**src/rtl/multi_cycle_ctrl_fsm_if.sv**
```systemverilog
// Control bus between the multi-cycle RV32I microsequencer (master) and the datapath (slave).
// The sequencer drives the selects and strobes; the datapath returns the opcode, status and memory ready.
interface multi_cycle_ctrl_fsm_if #(
  parameter int CNT_WIDTH = 32
);
  logic [6:0]           opcode;
  logic                 alu_bcond;
  logic                 mem_ready;
  logic                 halt_cond;

  logic                 pc_write;
  logic                 pc_source;
  logic                 iord;
  logic                 mem_read;
  logic                 mem_write;
  logic                 ir_write;
  logic                 reg_write;
  logic [1:0]           wb_sel;
  logic                 alu_src_a;
  logic [1:0]           alu_src_b;
  logic [1:0]           alu_op_sel;
  logic                 is_ecall;
  logic                 illegal_inst;
  logic                 halted;
  logic                 mem_timeout;
  logic [3:0]           cur_state;
  logic [CNT_WIDTH-1:0] cycle_count;
  logic [CNT_WIDTH-1:0] retired_count;

  modport master (
    input  opcode, alu_bcond, mem_ready, halt_cond,
    output pc_write, pc_source, iord, mem_read, mem_write, ir_write, reg_write,
           wb_sel, alu_src_a, alu_src_b, alu_op_sel, is_ecall, illegal_inst,
           halted, mem_timeout, cur_state, cycle_count, retired_count
  );

  modport slave (
    output opcode, alu_bcond, mem_ready, halt_cond,
    input  pc_write, pc_source, iord, mem_read, mem_write, ir_write, reg_write,
           wb_sel, alu_src_a, alu_src_b, alu_op_sel, is_ecall, illegal_inst,
           halted, mem_timeout, cur_state, cycle_count, retired_count
  );
endinterface

```
**src/rtl/multi_cycle_ctrl_fsm.sv**
```systemverilog
// Microsequencer for the multi-cycle RV32I core: IF/ID/EX/MEM/WB stepping, memory-wait watchdog, ECALL halt.
// Define CTRL_PERF_COUNTERS_EN to build the cycle/retired performance counters; otherwise they read 0.
module multi_cycle_ctrl_fsm #(
  parameter int MEM_WAIT_MAX = 15,
  parameter int CNT_WIDTH    = 32
) (
  input  logic                   clk,
  input  logic                   reset,
  multi_cycle_ctrl_fsm_if.master bus
);

  localparam logic [6:0] OP_R      = 7'b0110011;
  localparam logic [6:0] OP_I      = 7'b0010011;
  localparam logic [6:0] OP_LOAD   = 7'b0000011;
  localparam logic [6:0] OP_STORE  = 7'b0100011;
  localparam logic [6:0] OP_BRANCH = 7'b1100011;
  localparam logic [6:0] OP_JAL    = 7'b1101111;
  localparam logic [6:0] OP_JALR   = 7'b1100111;
  localparam logic [6:0] OP_SYSTEM = 7'b1110011;

  localparam logic [8:0]           WAIT_LIMIT = 9'(MEM_WAIT_MAX);
  localparam logic [CNT_WIDTH-1:0] CNT_ONE    = CNT_WIDTH'(1);

  typedef enum logic [3:0] {
    S_IF      = 4'd0,
    S_ID      = 4'd1,
    S_EX      = 4'd2,
    S_JALR_PC = 4'd3,
    S_MEM     = 4'd4,
    S_WB      = 4'd5,
    S_PC4     = 4'd6,
    S_HALT    = 4'd7
  } state_e;

  typedef struct packed {
    logic       pc_write;
    logic       pc_source;
    logic       iord;
    logic       mem_read;
    logic       mem_write;
    logic       ir_write;
    logic       reg_write;
    logic [1:0] wb_sel;
    logic       alu_src_a;
    logic [1:0] alu_src_b;
    logic [1:0] alu_op_sel;
    logic       is_ecall;
    logic       illegal_inst;
  } ctl_t;

  state_e               r_state;
  state_e               w_next_state;
  logic [7:0]           r_wait_cnt;
  logic                 r_mem_timeout;
  logic                 w_waiting;
  logic [8:0]           w_wait_inc;
  logic                 w_wd_expire;
  ctl_t                 w_ctl;
  ctl_t                 w_out;
  logic [CNT_WIDTH-1:0] w_cycle_count;
  logic [CNT_WIDTH-1:0] w_retired_count;

  // Watchdog: consecutive un-ready cycles spent in IF or MEM; ready on the limit cycle wins.
  assign w_waiting   = ((r_state == S_IF) || (r_state == S_MEM)) && !bus.mem_ready;
  assign w_wait_inc  = {1'b0, r_wait_cnt} + 9'd1;
  assign w_wd_expire = w_waiting && (w_wait_inc >= WAIT_LIMIT);

  always_ff @(posedge clk) begin
    // NOTE: non-blocking assignments keep every flop reading the pre-edge values of its peers.
    if (reset) begin
      r_state       <= S_IF;
      r_wait_cnt    <= '0;
      r_mem_timeout <= 1'b0;
    end else begin
      r_state       <= w_next_state;
      r_wait_cnt    <= (w_waiting && !w_wd_expire) ? w_wait_inc[7:0] : 8'd0;
      if (w_wd_expire) r_mem_timeout <= 1'b1;
    end
  end

  always_comb begin
    // NOTE: every output gets a default first, so no path through the case can infer a latch.
    w_ctl        = '0;
    w_next_state = r_state;
    unique case (r_state)
      S_IF: begin
        w_ctl.mem_read = 1'b1;
        if (bus.mem_ready) begin
          w_ctl.ir_write = 1'b1;
          w_next_state   = S_ID;
        end else if (w_wd_expire) begin
          w_next_state = S_HALT;
        end
      end
      S_ID: begin
        w_ctl.alu_src_b = 2'd2;
        case (bus.opcode)
          OP_SYSTEM: begin
            w_ctl.is_ecall = 1'b1;
            w_next_state   = bus.halt_cond ? S_HALT : S_PC4;
          end
          OP_R, OP_I, OP_LOAD, OP_STORE, OP_BRANCH, OP_JAL, OP_JALR: w_next_state = S_EX;
          default: begin
            w_ctl.illegal_inst = 1'b1;
            w_next_state       = S_PC4;
          end
        endcase
      end
      S_EX: begin
        case (bus.opcode)
          OP_R: begin
            w_ctl.alu_src_a  = 1'b1;
            w_ctl.alu_op_sel = 2'd1;
            w_next_state     = S_WB;
          end
          OP_I: begin
            w_ctl.alu_src_a  = 1'b1;
            w_ctl.alu_src_b  = 2'd2;
            w_ctl.alu_op_sel = 2'd1;
            w_next_state     = S_WB;
          end
          OP_LOAD, OP_STORE: begin
            w_ctl.alu_src_a = 1'b1;
            w_ctl.alu_src_b = 2'd2;
            w_next_state    = S_MEM;
          end
          OP_BRANCH: begin
            w_ctl.alu_src_a  = 1'b1;
            w_ctl.alu_op_sel = 2'd2;
            w_ctl.pc_source  = 1'b1;
            w_ctl.pc_write   = bus.alu_bcond;
            w_next_state     = bus.alu_bcond ? S_IF : S_PC4;
          end
          OP_JAL: begin
            // rd <= PC+4 straight off the ALU while PC loads the PC+imm held in ALUOut.
            w_ctl.alu_src_b = 2'd1;
            w_ctl.reg_write = 1'b1;
            w_ctl.pc_write  = 1'b1;
            w_ctl.pc_source = 1'b1;
            w_next_state    = S_IF;
          end
          OP_JALR: begin
            w_ctl.alu_src_b = 2'd1;
            w_ctl.reg_write = 1'b1;
            w_next_state    = S_JALR_PC;
          end
          default: w_next_state = S_PC4;
        endcase
      end
      S_JALR_PC: begin
        w_ctl.alu_src_a = 1'b1;
        w_ctl.alu_src_b = 2'd2;
        w_ctl.pc_write  = 1'b1;
        w_next_state    = S_IF;
      end
      S_MEM: begin
        w_ctl.iord      = 1'b1;
        w_ctl.mem_read  = (bus.opcode == OP_LOAD);
        w_ctl.mem_write = (bus.opcode == OP_STORE);
        if (bus.mem_ready) begin
          w_next_state = (bus.opcode == OP_LOAD) ? S_WB : S_PC4;
        end else if (w_wd_expire) begin
          w_next_state = S_HALT;
        end
      end
      S_WB: begin
        w_ctl.reg_write = 1'b1;
        w_ctl.wb_sel    = (bus.opcode == OP_LOAD) ? 2'd2 : 2'd1;
        w_ctl.alu_src_b = 2'd1;
        w_ctl.pc_write  = 1'b1;
        w_next_state    = S_IF;
      end
      S_PC4: begin
        w_ctl.alu_src_b = 2'd1;
        w_ctl.pc_write  = 1'b1;
        w_next_state    = S_IF;
      end
      S_HALT:  w_next_state = S_HALT;
      default: w_next_state = S_IF;
    endcase
  end

`ifdef CTRL_PERF_COUNTERS_EN
  logic [CNT_WIDTH-1:0] r_cycle_cnt;
  logic [CNT_WIDTH-1:0] r_retired_cnt;
  logic                 w_halt_entry;

  assign w_halt_entry = (w_next_state == S_HALT) && (r_state != S_HALT);

  always_ff @(posedge clk) begin
    if (reset) begin
      r_cycle_cnt   <= '0;
      r_retired_cnt <= '0;
    end else begin
      if ((r_state != S_HALT) && !(&r_cycle_cnt)) r_cycle_cnt <= r_cycle_cnt + CNT_ONE;
      if ((w_ctl.pc_write || w_halt_entry) && !(&r_retired_cnt)) begin
        r_retired_cnt <= r_retired_cnt + CNT_ONE;
      end
    end
  end

  assign w_cycle_count   = r_cycle_cnt;
  assign w_retired_count = r_retired_cnt;
`else
  assign w_cycle_count   = CNT_ONE ^ CNT_ONE;
  assign w_retired_count = {CNT_WIDTH{1'b0}};
`endif

  // Every output reads 0 while reset is held, regardless of the pre-reset state.
  assign w_out             = reset ? '0 : w_ctl;
  assign bus.pc_write      = w_out.pc_write;
  assign bus.pc_source     = w_out.pc_source;
  assign bus.iord          = w_out.iord;
  assign bus.mem_read      = w_out.mem_read;
  assign bus.mem_write     = w_out.mem_write;
  assign bus.ir_write      = w_out.ir_write;
  assign bus.reg_write     = w_out.reg_write;
  assign bus.wb_sel        = w_out.wb_sel;
  assign bus.alu_src_a     = w_out.alu_src_a;
  assign bus.alu_src_b     = w_out.alu_src_b;
  assign bus.alu_op_sel    = w_out.alu_op_sel;
  assign bus.is_ecall      = w_out.is_ecall;
  assign bus.illegal_inst  = w_out.illegal_inst;
  assign bus.halted        = !reset && (r_state == S_HALT);
  assign bus.mem_timeout   = !reset && r_mem_timeout;
  assign bus.cur_state     = reset ? 4'd0 : r_state;
  assign bus.cycle_count   = reset ? '0 : w_cycle_count;
  assign bus.retired_count = reset ? '0 : w_retired_count;

endmodule

```
**src/flat_wrapper.sv**
```systemverilog
// flat-port wrapper written by rule: the top's interface ports become plain ports
module multi_cycle_ctrl_fsm_flat 
#(
  parameter int MEM_WAIT_MAX = 15,
  parameter int CNT_WIDTH    = 32
)
  (clk, reset, bus_opcode, bus_alu_bcond, bus_mem_ready, bus_halt_cond, bus_pc_write, bus_pc_source, bus_iord, bus_mem_read, bus_mem_write, bus_ir_write, bus_reg_write, bus_wb_sel, bus_alu_src_a, bus_alu_src_b, bus_alu_op_sel, bus_is_ecall, bus_illegal_inst, bus_halted, bus_mem_timeout, bus_cur_state, bus_cycle_count, bus_retired_count);
  multi_cycle_ctrl_fsm_if #(.CNT_WIDTH(CNT_WIDTH)) bus_i ();
  input  logic clk;
  input  logic reset;
  input wire logic [$bits(bus_i.opcode)-1:0] bus_opcode;
  input wire logic [$bits(bus_i.alu_bcond)-1:0] bus_alu_bcond;
  input wire logic [$bits(bus_i.mem_ready)-1:0] bus_mem_ready;
  input wire logic [$bits(bus_i.halt_cond)-1:0] bus_halt_cond;
  output wire logic [$bits(bus_i.pc_write)-1:0] bus_pc_write;
  output wire logic [$bits(bus_i.pc_source)-1:0] bus_pc_source;
  output wire logic [$bits(bus_i.iord)-1:0] bus_iord;
  output wire logic [$bits(bus_i.mem_read)-1:0] bus_mem_read;
  output wire logic [$bits(bus_i.mem_write)-1:0] bus_mem_write;
  output wire logic [$bits(bus_i.ir_write)-1:0] bus_ir_write;
  output wire logic [$bits(bus_i.reg_write)-1:0] bus_reg_write;
  output wire logic [$bits(bus_i.wb_sel)-1:0] bus_wb_sel;
  output wire logic [$bits(bus_i.alu_src_a)-1:0] bus_alu_src_a;
  output wire logic [$bits(bus_i.alu_src_b)-1:0] bus_alu_src_b;
  output wire logic [$bits(bus_i.alu_op_sel)-1:0] bus_alu_op_sel;
  output wire logic [$bits(bus_i.is_ecall)-1:0] bus_is_ecall;
  output wire logic [$bits(bus_i.illegal_inst)-1:0] bus_illegal_inst;
  output wire logic [$bits(bus_i.halted)-1:0] bus_halted;
  output wire logic [$bits(bus_i.mem_timeout)-1:0] bus_mem_timeout;
  output wire logic [$bits(bus_i.cur_state)-1:0] bus_cur_state;
  output wire logic [$bits(bus_i.cycle_count)-1:0] bus_cycle_count;
  output wire logic [$bits(bus_i.retired_count)-1:0] bus_retired_count;
  assign bus_i.opcode = bus_opcode;
  assign bus_i.alu_bcond = bus_alu_bcond;
  assign bus_i.mem_ready = bus_mem_ready;
  assign bus_i.halt_cond = bus_halt_cond;
  assign bus_pc_write = bus_i.pc_write;
  assign bus_pc_source = bus_i.pc_source;
  assign bus_iord = bus_i.iord;
  assign bus_mem_read = bus_i.mem_read;
  assign bus_mem_write = bus_i.mem_write;
  assign bus_ir_write = bus_i.ir_write;
  assign bus_reg_write = bus_i.reg_write;
  assign bus_wb_sel = bus_i.wb_sel;
  assign bus_alu_src_a = bus_i.alu_src_a;
  assign bus_alu_src_b = bus_i.alu_src_b;
  assign bus_alu_op_sel = bus_i.alu_op_sel;
  assign bus_is_ecall = bus_i.is_ecall;
  assign bus_illegal_inst = bus_i.illegal_inst;
  assign bus_halted = bus_i.halted;
  assign bus_mem_timeout = bus_i.mem_timeout;
  assign bus_cur_state = bus_i.cur_state;
  assign bus_cycle_count = bus_i.cycle_count;
  assign bus_retired_count = bus_i.retired_count;
  multi_cycle_ctrl_fsm #(.MEM_WAIT_MAX(MEM_WAIT_MAX), .CNT_WIDTH(CNT_WIDTH)) u_core (.clk(clk), .reset(reset), .bus(bus_i));
endmodule
```
**config.mk**
```make
export PLATFORM = sky130hd
export DESIGN_NAME = multi_cycle_ctrl_fsm_flat
export DESIGN_NICKNAME = d
export VERILOG_FILES = /design/src/rtl/multi_cycle_ctrl_fsm_if.sv /design/src/rtl/multi_cycle_ctrl_fsm.sv /design/src/flat_wrapper.sv
export SDC_FILE = /design/constraint.sdc
export NUM_CORES = 1
export LEC_CHECK = 0
export ABC_CLOCK_PERIOD_IN_PS = 2000
export BUFFER_PORTS_ARGS = -buffer_cell sky130_fd_sc_hd__buf_2
export CAP_MARGIN = 20
export CORE_UTILIZATION = 43
export DETAILED_ROUTE_END_ITERATION = 6
export GPL_ROUTABILITY_DRIVEN = 0
export PLACE_DENSITY = 0.88
export SLEW_MARGIN = 10
export SYNTH_ARGS = -nofsm -noshare
export SYNTH_HDL_FRONTEND = slang
export SYNTH_SLANG_ARGS = --single-unit
export TNS_END_PERCENT = 30
```
**constraint.sdc**
```tcl
create_clock -name clk -period 2 [get_ports clk]
set_clock_uncertainty 0.15 [all_clocks]
set_input_delay 0.2 -clock clk [delete_from_list [all_inputs] [get_ports clk]]
set_output_delay 0.2 -clock clk [all_outputs]
set_load 0.01 [all_outputs]
```
-- After elaboration in Yosys (flattened, before gate mapping)
Index checks and enable logic that the tools add are counted.
- bits in registers: 13
- bits of input ports: 12
- output and inout port bits: 86
- logic and storage cells: 74
- add/sub/neg operators: 1
- order comparisons: 1
- equal/unequal tests: 15
- muxes and demuxes: 32
- bitwise operators: 1
- reduce and logical (&&, ||, !) cells: 21
- operators with widths (cell ; number):
    case mux 4 bit (5 select lines) ; 2
    equality test 7 bit (second input constant) ; 4
    equality test 4 x 3 -> 1 bit (second input constant) ; 4
    two-way mux 16 bit ; 1
    two-way mux 4 bit ; 4
    equality test 7 x 6 -> 1 bit (second input constant) ; 2
    case mux 2 bit (2 select lines) ; 3
    OR reduction 2 bit ; 6
    two-way mux 1 bit ; 10
    two-way mux 2 bit ; 5
    adder 8 x 1 -> 9 bit (second input constant) ; 1
    greater-or-equal comparator 9 x 4 -> 1 bit (second input constant) ; 1
    equality test 4 x 2 -> 1 bit (second input constant) ; 2
    case mux 1 bit (2 select lines) ; 4
    case mux 4 bit (2 select lines) ; 1
    OR reduction 8 bit ; 1
    equality test 7 x 2 -> 1 bit (second input constant) ; 1
    equality test 7 x 5 -> 1 bit (second input constant) ; 1
    OR reduction 7 bit ; 1
    case mux 2 bit (3 select lines) ; 1
    OR reduction 3 bit ; 2
    logical AND 1 bit ; 5
    OR reduction 5 bit ; 1
    equality test 4 x 1 -> 1 bit (second input constant) ; 1
    other kinds (5) ; 7

-- Logic depth before layout (Yosys ltp)
- word-level depth: 8
- gate-level depth with buffers: 7
- depth with buffers taken out: 7

-- Worst setup path before layout
OpenSTA, ideal clock, no wires.
- path kind: flip-flop to output port
- start: register u_core.r_state[1]
- end: output port bus_alu_op_sel[0]
- arrival: 1577 ps
- data required time: 1650 ps
- path slack: 73 ps
- cell stages (with the launch flop): 6
- buffers on the path: 2
- cells stage by stage: dfxtp_1 -> clkbuf_1 -> nand3_1 -> or2_2 -> clkbuf_1 -> nor4b_1
- longest elaborated chain between the ends: 3
- RTL lines (element ; RTL line ; text):
    from (decl) ; multi_cycle_ctrl_fsm.sv:51 ; state_e r_state;
    from (signal assigned) ; multi_cycle_ctrl_fsm.sv:75 ; r_state <= w_next_state;
    equality test 4 x 2 -> 1 bit ; multi_cycle_ctrl_fsm.sv:85 ; unique case (r_state)
    two-way mux 2 bit ; multi_cycle_ctrl_fsm.sv:85 ;
    two-way mux 16 bit ; multi_cycle_ctrl_fsm.sv:210 ; assign w_out = reset ? '0 : w_ctl;
    to (decl) ; flat_wrapper.sv:25 ; output wire logic [$bits(bus_i.alu_op_sel)-1:0] bus_alu_op_sel;
No other way between the ends.

-- Final worst setup path
- start: register u_core.r_state[3]
- end: output port bus_alu_op_sel[0]
Same word-level chain as after synthesis.

==> impl_metrics.yaml <==
status:
  status: "finished, final reports clean"
cts:
  clockBufferDepth: 2
  postCtsSetupRepairBufs: 0
  clock-sinks: 13
  clk_latency_ns: 0.27
  cts_tree: "done"
  cts_root_buffer: "clkbuf_4"
  clk_pin_slew_worst_paths_ns: 0.07
  ctsHtreeMaxLevel: 1
  cts_buffers: 3
setup_path:
  cp-start-kind: "flip-flop"
  setup.worst_path.end_class: "output port"
  path_class: "flip-flop to output port"
  cp.arrival_ns: 1.57
  required_ns: 1.65
  crit_fanout: 6
  r2r_start: "u_core.r_wait_cnt[0]"
  startpoint: "u_core.r_state[3]"
placement:
  dp_hpwl_mm: 2.20
  port_buffers: 33
sta:
  hold_viol: 0
  fin_tns_setup_ns: 0
  finalCritPeriodShare_pct: 96.1
  setup_viol: 0
  maxSlewViolCount: 0
  finalHoldWorstSlack_ns: 0.122
  min_period_ns: 1.92
  max_freq_mhz: 520
hold_path:
  hold_path.class: "primary input to flip-flop"
  hp-start: "reset"
grt:
  globalRouteTotalUtil_pct: 14.2
  grt_max_degree: 17
  grt_pass1_wl_mm: 4.04
  antenna_found_initial: 0
  grt-ovfl-total: 0
  first_global_vias: 933
logic_synthesis:
  synth_xor_area_share_pct: 2.34
  synth-async-reset-ratio_pct: 0
  yosysUniqueCellTypes: 44
  synth_fa_ha_area_share_pct: 1.67
  synthesis.area_mm2: 0.00150
  synth_top_family_by_area: "buffers and inverters"
  synth_edf_count: 0
  synth_most_common_cell: "buf_4"
  synth_ff_type: "dfxtp_1"
  synth_compound_area_share_pct: 13.9
  yosys.area_share.simple_pct: 28.2
  synth_top_area_share_pct: 32.6
  synth.avg_cell_area_um2: 7.34
  postSynthCellCount: 204
  synth-seq-cells: 13
  yosys-mux-area-fraction_pct: 0
  yosys_warnings: 0
  synth_commonest_cells: "65 x buf_4, 16 x nor2_1, 14 x nand2_1"
  synth_area_leaders: "buf_4 33%, dfxtp_1 17%, nor2_1 4.0%"
  seq_area_frac_synth_pct: 17.4
  synth_area_leader_cell: "buf_4"
final_layout:
  layout-drive-gt1-share_pct: 24.4
  antennaDiodeCount: 0
  area_growth_pct: 4.43
  final_core_util_pct: 46.9
  fin_nets: 257
route:
  detailroute.via_count: 1332
  ant_nets: 0
  wl_per_cell_um: 9.74
  drc: 0
  finalWirelength_mm: 2.81
  first_pass_iters: 4
  post_drt_via_cell_ratio: 4.63
  drt-initial-drc-count: 73
pwr:
  p_per_area_mw_per_mm2: 383
  p_leak_uw: 0.000782
  peakVddDrop_mv: 0.368
die:
  die_w_um: 61.0
  top_level_ports: 98
  num_rows: 21
  dieArea_mm2: 0.00372
  initial_utilization_pct: 44.9
  core_mm2: 0.00334
  die_h_um: 61.0
run:
  maxCapViolCount: 0
[power breakdown]
part / switching [uW] / internal [uW]
clock: 77.2 / 77.2
combinational: 123 / 48.3
sequential: 5.91 / 268
[stage by stage]
stage               worst slack (ns)  cell area (um2)  cells  total power (uW)
floorplan                     0.0733             1750    272               495
global placement              0.0813             1510    284               442
detailed placement           -0.0201             1510    284               443
CTS                          0.00236             1540    288               597
global route                 -0.0104             1560    288               642
finish                        0.0772             1560    288               599
[cells by family after synthesis]
| logic type | Yosys count |
|---|---|
| DFF | 13 |
| and+or+nand+nor | 74 |
| xor gates and xnor gates | 4 |
| buffers and inverters | 80 |
| adders and majority gates | 2 |
| AOI/OAI and AO/OA | 30 |
| other | 1 |
[state kept, by name, indices dropped and copies added (netlist names)]
name / flops
u_core.r_wait_cnt: 8
u_core.r_state: 4
u_core.r_mem_timeout: 1
[path summary, 6_finish.rpt]
path	to	slack (ns)	depth (start not counted)
worst max register to register	u_core.r_wait_cnt[2]	0.15	7
worst min register to register	u_core.r_wait_cnt[0]	0.31	1
worst max-delay path	bus_alu_op_sel[0]	0.08	5
worst min-delay path	u_core.r_mem_timeout	0.12	2
[layout make-up]
cell class | instances | area [um2]
multi-input combinational | 179 | 971
tap | 46 | 57.6
inverter | 6 | 22.5
fill | 332 | 1770
clock buffer | 4 | 26.3
sequential | 13 | 265
timing repair buffer | 40 | 221
[placed cells by master (no fill, tap or decap), types with 2 or more instances in the layout]
master and n:
o21ai_0 4, or3_1 2, conb_1 69, a21boi_0 3, xor2_1 2, buf_4 6
clkbuf_4 3, and3_1 2, nand3b_1 2, nor2_1 15, nor4b_1 3, ha_1 2
nand4b_1 2, nand4_2 2, inv_1 6, nor3_2 2, a21oi_1 7, nand2b_1 4
nor3_1 5, nand3_1 5, dfxtp_1 11, buf_2 33, nand2_1 14, a31oi_1 5
xnor2_1 2, nor2b_1 4
[critical path, cell delays in order, from the launching register on]
cell and delay, ns:
dfxtp_1 0.32, nor2_2 0.17, nand3_2 0.13, or2_4 0.27, nor4b_1 0.23, buf_2 0.18
[metal layers]
layer | up-vias | track usage [%] | part of all wire (%) | routed length, um
met5 | - | 0 | 0 | 0
met3 | 6 | 1.68 | 8.5 | 238
li1 | 642 | - | - | -
met1 | 591 | 19.7 | 40 | 1120
met4 | 0 | 6.82 | 1.9 | 53
met2 | 93 | 22.0 | 50 | 1400
[timing repair]
action,in CTS,in global routing
resized for setup,3,7
hold buffers,0,0
setup endpoints to repair,6,8
pin swaps,0,2
Note: power is estimated with default switching activity, not from simulation.
